--- src/rtl/uart_pkg.sv ---
// Shared UART definitions: FSM state encoding, legal parameter ranges and
// parity-mode constants (also used by the receive side).
package uart_pkg;

  typedef enum logic [2:0] {
    IDLE   = 3'd0,
    SYNC   = 3'd1,
    START  = 3'd2,
    DATA   = 3'd3,
    PARITY = 3'd4,
    STOP   = 3'd5
  } uart_state_e;

  localparam int DATA_BITS_MIN = 5;
  localparam int DATA_BITS_MAX = 8;
  localparam int STOP_BITS_MIN = 1;
  localparam int STOP_BITS_MAX = 2;

  localparam int PAR_EVEN = 0;
  localparam int PAR_ODD  = 1;

endpackage

--- src/rtl/uart_tx.sv ---
// UART transmit stage: serialises one accepted byte per frame onto tx,
// advancing one bit per BCLK tick from the baud generator.
module uart_tx
  import uart_pkg::*;
#(
  parameter int DATA_BITS  = 8,
  parameter int PARITY_EN  = 0,
  parameter int PARITY_ODD = 0,
  parameter int STOP_BITS  = 1
) (
  input  logic                 clk,
  input  logic                 rst,
  input  logic                 BCLK,
  input  logic [DATA_BITS-1:0] tx_data,
  input  logic                 tx_valid,
  output logic                 tx_ready,
  output logic                 tx,
  output logic                 busy,
  output logic                 tx_done
);

  // Out-of-range widths are clamped into the legal window so the counters
  // below always terminate.
  localparam int DB_EFF = (DATA_BITS < DATA_BITS_MIN) ? DATA_BITS_MIN :
                          (DATA_BITS > DATA_BITS_MAX) ? DATA_BITS_MAX : DATA_BITS;
  localparam logic [2:0] IDX_LAST  = 3'(DB_EFF - 1);
  localparam logic       STOP_LAST = (STOP_BITS <= STOP_BITS_MIN) ? 1'b0 : 1'b1;
  localparam logic       PAR_INV   = (PARITY_ODD == PAR_ODD);
  localparam logic       HAS_PAR   = (PARITY_EN != 0);

  uart_state_e          state_q, state_d;
  logic [DATA_BITS-1:0] sr_q, sr_d;
  logic [2:0]           idx_q, idx_d;
  logic                 stop_q, stop_d;
  logic                 par_q, par_d;
  logic                 tx_d, ready_d, busy_d;
  logic                 done;

  // Next-state, datapath updates and next registered output values.
  always_comb begin
    state_d = state_q;
    sr_d    = sr_q;
    idx_d   = idx_q;
    stop_d  = stop_q;
    par_d   = par_q;
    done    = 1'b0;
    unique case (state_q)
      IDLE: begin
        // Ticks are never consumed here; a tick coincident with acceptance
        // is dropped so the start bit is a full period wide.
        if (tx_valid && tx_ready) begin
          sr_d    = tx_data;
          par_d   = (^tx_data) ^ PAR_INV;
          idx_d   = 3'd0;
          stop_d  = 1'b0;
          state_d = SYNC;
        end
      end
      SYNC: begin
        if (BCLK) state_d = START;
      end
      START: begin
        if (BCLK) begin
          idx_d   = 3'd0;
          state_d = DATA;
        end
      end
      DATA: begin
        if (BCLK) begin
          if (idx_q == IDX_LAST) begin
            stop_d  = 1'b0;
            state_d = HAS_PAR ? PARITY : STOP;
          end else begin
            sr_d  = sr_q >> 1;
            idx_d = idx_q + 3'd1;
          end
        end
      end
      PARITY: begin
        if (BCLK) begin
          stop_d  = 1'b0;
          state_d = STOP;
        end
      end
      STOP: begin
        if (BCLK) begin
          if (stop_q == STOP_LAST) begin
            done    = 1'b1;
            state_d = IDLE;
          end else begin
            stop_d = stop_q + 1'b1;
          end
        end
      end
      default: state_d = IDLE;
    endcase

    // Line level for the period that the next state represents.
    unique case (state_d)
      START:   tx_d = 1'b0;
      DATA:    tx_d = sr_d[0];
      PARITY:  tx_d = par_d;
      default: tx_d = 1'b1;
    endcase
    ready_d = (state_d == IDLE);
    busy_d  = (state_d != IDLE);
  end

  // State, shift register, counters and registered outputs.
  always_ff @(posedge clk) begin
    if (rst) begin
      state_q  <= IDLE;
      sr_q     <= '0;
      idx_q    <= 3'd0;
      stop_q   <= 1'b0;
      par_q    <= 1'b0;
      tx       <= 1'b1;
      tx_ready <= 1'b0;
      busy     <= 1'b0;
    end else begin
      state_q  <= state_d;
      sr_q     <= sr_d;
      idx_q    <= idx_d;
      stop_q   <= stop_d;
      par_q    <= par_d;
      tx       <= tx_d;
      tx_ready <= ready_d;
      busy     <= busy_d;
    end
  end

  // Pulses in the cycle of the final stop tick; suppressed while in reset.
  assign tx_done = done & ~rst;

endmodule

--- config.mk ---
export PLATFORM = sky130hd
export DESIGN_NAME = uart_tx
export DESIGN_NICKNAME = d
export VERILOG_FILES = /design/src/rtl/uart_pkg.sv /design/src/rtl/uart_tx.sv
export SDC_FILE = /design/constraint.sdc
export NUM_CORES = 1
export LEC_CHECK = 0
export CORE_UTILIZATION = 45
export DETAILED_ROUTE_END_ITERATION = 16
export PLACE_DENSITY_LB_ADDON = 0.08
export SYNTH_ARGS = -nofsm -noshare
export SYNTH_HDL_FRONTEND = slang
export SYNTH_SLANG_ARGS = --single-unit
--- constraint.sdc ---
create_clock -name clk -period 1.9 [get_ports clk]
set_input_delay 0.285 -clock clk [delete_from_list [all_inputs] [get_ports clk]]
set_output_delay 0.285 -clock clk [all_outputs]
set_load 0.01 [all_outputs]
After elaboration in Yosys (flattened, before gate mapping):

Cells that the tools add are included.

* reduce and logical (&&, ||, !) cells: 11
* equal/unequal tests: 16
* mux-type cells: 31
* bitwise operators: 2
* add/sub/neg operators: 2

Operators with widths (count)
* 3-bit two-way mux: 12
* 8-bit two-way mux: 3
* 3-bit one-hot mux with 6 select lines: 1
* 8-bit one-hot mux with 2 select lines: 1
* 2-bit inequality test (second input constant): 7
* 3-bit by 2-bit equality test with 1-bit output (second input constant): 4
* 3-bit equality test (second input constant): 4
* 1-bit two-way mux: 11
* 3-bit one-hot mux with 3 select lines: 1
* 8-bit parity: 1
* 3-bit logical NOT: 2
* 6-bit AND reduction: 1
* 3-bit nonzero test: 2
* 5-bit AND reduction: 1
* 1-bit one-hot mux with 4 select lines: 1
* 4-bit AND reduction: 1
* 4-bit nonzero test: 1
* 3-bit by 1-bit adder with 3-bit output (second input constant): 1
* 3-bit by 1-bit equality test with 1-bit output (second input constant): 1
* 1-bit one-hot mux with 3 select lines: 1
* 2-bit nonzero test: 1
* 1-bit adder (second input constant): 1
* 1-bit bitwise AND: 1
* 1-bit logical AND: 1
* 1-bit NOT: 1

* flip-flop bits (word level): 19
* input bits: 12
* output and inout port bits: 4

Logic depth before layout (Yosys ltp):

* word-level depth: 6
* gate-level depth with buffers: 6
* mapped depth without buffers: 6

Least setup slack after synthesis:

OpenSTA, ideal clock, no wires.

* path type: register -> register
* start: reg idx_q[0]
* end: reg tx
* period minus slack after synthesis: 1619 ps
* library setup time: 134 ps
* cell stages (with the launch flop): 7
* data arrival time: 1484 ps
* setup slack: 281 ps
* cells stage by stage: dfxtp_1 ha_1 ha_1 and4b_1 o21bai_2 a222oi_1 a2bb2oi_1

* longest elaborated chain between the ends: 6
* elaborated cells between the ends (all ways): 11
* classes of those cells: eq/ne: 4; mux: 7

RTL lines
* start, declared: RTL line uart_tx.sv:33 `logic [2:0] idx_q, idx_d;`
* start signal, assigned: RTL line uart_tx.sv:123 `idx_q <= idx_d;`
* 3-bit equality test *: RTL line uart_tx.sv:70 `if (idx_q == IDX_LAST) begin`
* 3-bit two-way mux: RTL line uart_tx.sv:70
* 3-bit two-way mux: RTL line uart_tx.sv:69 `if (BCLK) begin`
* 3-bit one-hot mux with 6 select lines: RTL line uart_tx.sv:47 `unique case (state_q)`
* 3-bit equality test / 3-bit by 2-bit equality test with 1-bit output (equally long branches): RTL line uart_tx.sv:99 `unique case (state_d)`
* 1-bit one-hot mux with 3 select lines *: RTL line uart_tx.sv:99
* end signal, assigned: RTL line uart_tx.sv:126 `tx <= tx_d;`
* end, declared: RTL line uart_tx.sv:17 `output logic tx,`

Mark *: on every way between the ends. The rest lies on a longest branch, timed or not. The select of a mux whose other input is x is not followed.
A chain may end at the register's enable or synchronous reset.

Worst setup path after layout:

* start: reg idx_q[0]
* end: reg sr_q[6]

* longest elaborated chain between the ends: 3

RTL lines
* 3-bit equality test: RTL line uart_tx.sv:70
* 2-bit inequality test (no source line)
* 4-bit AND reduction (no source line)
* end signal, assigned: RTL line uart_tx.sv:122 `sr_q <= sr_d;`
* end, declared: RTL line uart_tx.sv:32 `logic [DATA_BITS-1:0] sr_q, sr_d;`

No other way between the ends.

==> impl_metrics.yaml <==
critical_path:
  worstSetupStartpointType: "register"
  crit_required_ns: 2.07
  r2r_end: "sr_q[6]"
  r2r_cells: 7
  endpoint_kind: "register"
  path_max_fanout: 5
  worstSetupPathType: "reg -> reg"
  r2r_slack_ns: 0.17
  reg2reg_from: "idx_q[0]"
  critical_path_arrival_ns: 1.91
grt:
  gr-total-overflow: 0
  top_usage_layer: "met2"
  antenna_found_initial: 0
  grt_pass1_vias: 765
  gr-usage-all-layers: 0.207
  grtUsageMet2: 0.339
  met1_usage: 0.283
  met3_usage: 0.0346
  grt_pass1_wl_um: 3200
  grt_max_degree: 19
outcome:
  status: "complete, no violations"
layout:
  antenna-diode-count: 0
  fin_nets: 143
  area_delta_synth_final_pct: 30.4
  fill_cells: 181
  fin_area_mm2: 0.00119
  seq_area_um2: 360
  fin_cells: 152
  drive_gt1_frac: 0.165
  post-route-util: 0.655
  multi_input_area_um2: 509
  layout_common_cells: "dfxtp_1, buf_4, nor2_1, clkdlybuf4s50_1"
  final_common_cell: "dfxtp_1"
sta:
  grt_setup_unrepaired: "false"
  worstMarginPinSlew_ns: 0.350
  finalCritPeriodShare: 0.912
  finalHoldViolCount: 0
  slew_violations: 0
  fmax_ghz: 0.577
  finalSetupTns_ns: 0
  skew_ns: 0.00333
  period_needed_ns: 1.73
  setup_ws_ns: 0.168
  setup_viol: 0
  slew_headroom: 0.766
  hold_ws_ns: 0.495
cts:
  clockRootBuffer: "clkbuf_4"
  clock-sinks: 18
  post_cts_buffers: 0
  insertion_delay_ns: 0.28
  cts_buffer_depth: 2
  h-tree-depth: 1
  clk_pin_slew_ns: 0.09
  numCtsBuffers: 3
  cts_tree: "done"
placement:
  numPortBuffers: 15
  gp_congestion: 0.778
  place_ws_ns: -0.0717
  hpwl_um: 1490
  post_dp_cell_area_mm2: 0.00117
  dp_cells: 149
power:
  powerDensity_mw_per_mm2: 646
  finalPower_uw: 771
  leakagePower_nw: 0.464
  ir_worst_vdd_v: 0.000425
drt:
  ant_nets: 0
  vias: 853
  drt-initial-drc-count: 36
  routedWlPerCell_um: 12.8
  wl_um: 1950
  drt-vias-per-instance: 5.61
  firstDrtPassIters: 5
  drc: 0
synth:
  synth_cells: 101
  ys_types: 37
  ys_ff_latch: 18
  ys_warn_count: 0
  avgSynthCellArea_um2: 9.06
  syn-cell-area_um2: 915
  yosysSeqAreaShare: 0.394
  syn_nets: 115
die:
  core_area_mm2: 0.00182
  die_area_mm2: 0.00222
  rows: 15
  die_w_um: 47.1
  die_h_um: 47.1
  ios: 16
  initial_core_util: 0.502
min_path:
  holdPathEnd: "idx_q[2]"
  hold_path_depth: 2
  hp-start: "idx_q[2]"
  hold_class: "reg -> reg"
run:
  max-cap-violations: 0
[power by group]
group          switching, mW  total [mW]  leakage, nW  internal (mW)
logic                 0.0778       0.181        0.304          0.103
clock network          0.107       0.180       0.0138         0.0735
registers             0.0127       0.410        0.147          0.397
total                  0.197       0.771        0.464          0.573
[timing repair]
| action | in CTS | in global routing |
|---|---|---|
| gates resized for setup | 1 | 0 |
| setup endpoints to repair | 1 | 0 |
| hold buffers | 0 | 0 |
[worst max path at each step]
stage / from / end / slack [ns] / depth (start not counted)
floorplan: idx_q[0] / tx / 0.28 / 6
global placement: BCLK / tx_done / -0.07 / 4
detailed placement: BCLK / tx_done / -0.07 / 4
CTS: idx_q[0] / sr_q[6] / 0.16 / 7
global route: idx_q[0] / sr_q[6] / 0.04 / 7
finish: idx_q[0] / sr_q[6] / 0.17 / 7
[worst max-delay path, stage by stage, from the launching register on]
cell	delay, ns
dfxtp_1	0.33
ha_1	0.21
ha_1	0.24
and4b_1	0.28
o21bai_2	0.08
buf_4	0.15
a222oi_1	0.27
nor2_1	0.06
[synth_stat cells, drive strengths merged]
cell | n | area (µm²)
a211o | 1 | 8.76
a211oi | 1 | 7.51
a21oi | 7 | 35.0
a222oi | 7 | 70.1
a22oi | 1 | 7.51
a2bb2oi | 1 | 8.76
a31oi | 1 | 6.26
a32oi | 1 | 8.76
and2 | 1 | 6.26
and3 | 1 | 6.26
and3b | 1 | 8.76
and4b | 1 | 10.0
and4bb | 1 | 16.3
buf | 4 | 26.3
clkbuf | 3 | 11.3
dfxtp | 18 | 360
ha | 2 | 25.0
inv | 2 | 7.51
mux2i | 1 | 10.0
nand2 | 4 | 15.0
nand2b | 1 | 6.26
nand3 | 2 | 10.0
nor2 | 14 | 52.6
nor2b | 4 | 25.0
nor3 | 1 | 5.00
nor3b | 1 | 12.5
nor4 | 1 | 6.26
nor4b | 1 | 8.76
o211ai | 1 | 7.51
o21a | 1 | 7.51
o21ai | 3 | 15.0
o21bai | 1 | 11.3
o31ai | 1 | 7.51
o32a | 1 | 10.0
or3 | 2 | 12.5
xnor2 | 7 | 61.3
[final cells by class]
cell class                 instances  area share
clock buffer                       3      0.0189
sequential                        18       0.302
timing repair buffer              30       0.219
inverter                           2     0.00630
tap                               25      0.0262
multi-input combinational         74       0.427
[state kept, by name (all words and copies together) (netlist names)]
signal	count
busy	1
idx_q	3
par_q	1
sr_q	8
state_q	3
tx	1
tx_ready	1
[cells by family (layout without fill, tap and decap cells)]
logic type      Yosys count  count (layout)  synth area share
fa+ha+maj                 2               2            0.0274
compound gates           28              28             0.231
mux                       1               1            0.0109
buf+inv                   9              35            0.0492
flops                    18              18             0.394
xor+xnor                  7               7            0.0670
simple gates             36              36             0.220
[metal layers]
| layer | part of all wire | up-vias |
|---|---|---|
| met5 | 0 | - |
| met4 | 0 | 0 |
| met3 | 0.036 | 0 |
| met2 | 0.46 | 14 |
| met1 | 0.51 | 409 |
| li1 | - | 430 |
Power figures use the tool's default switching activity.
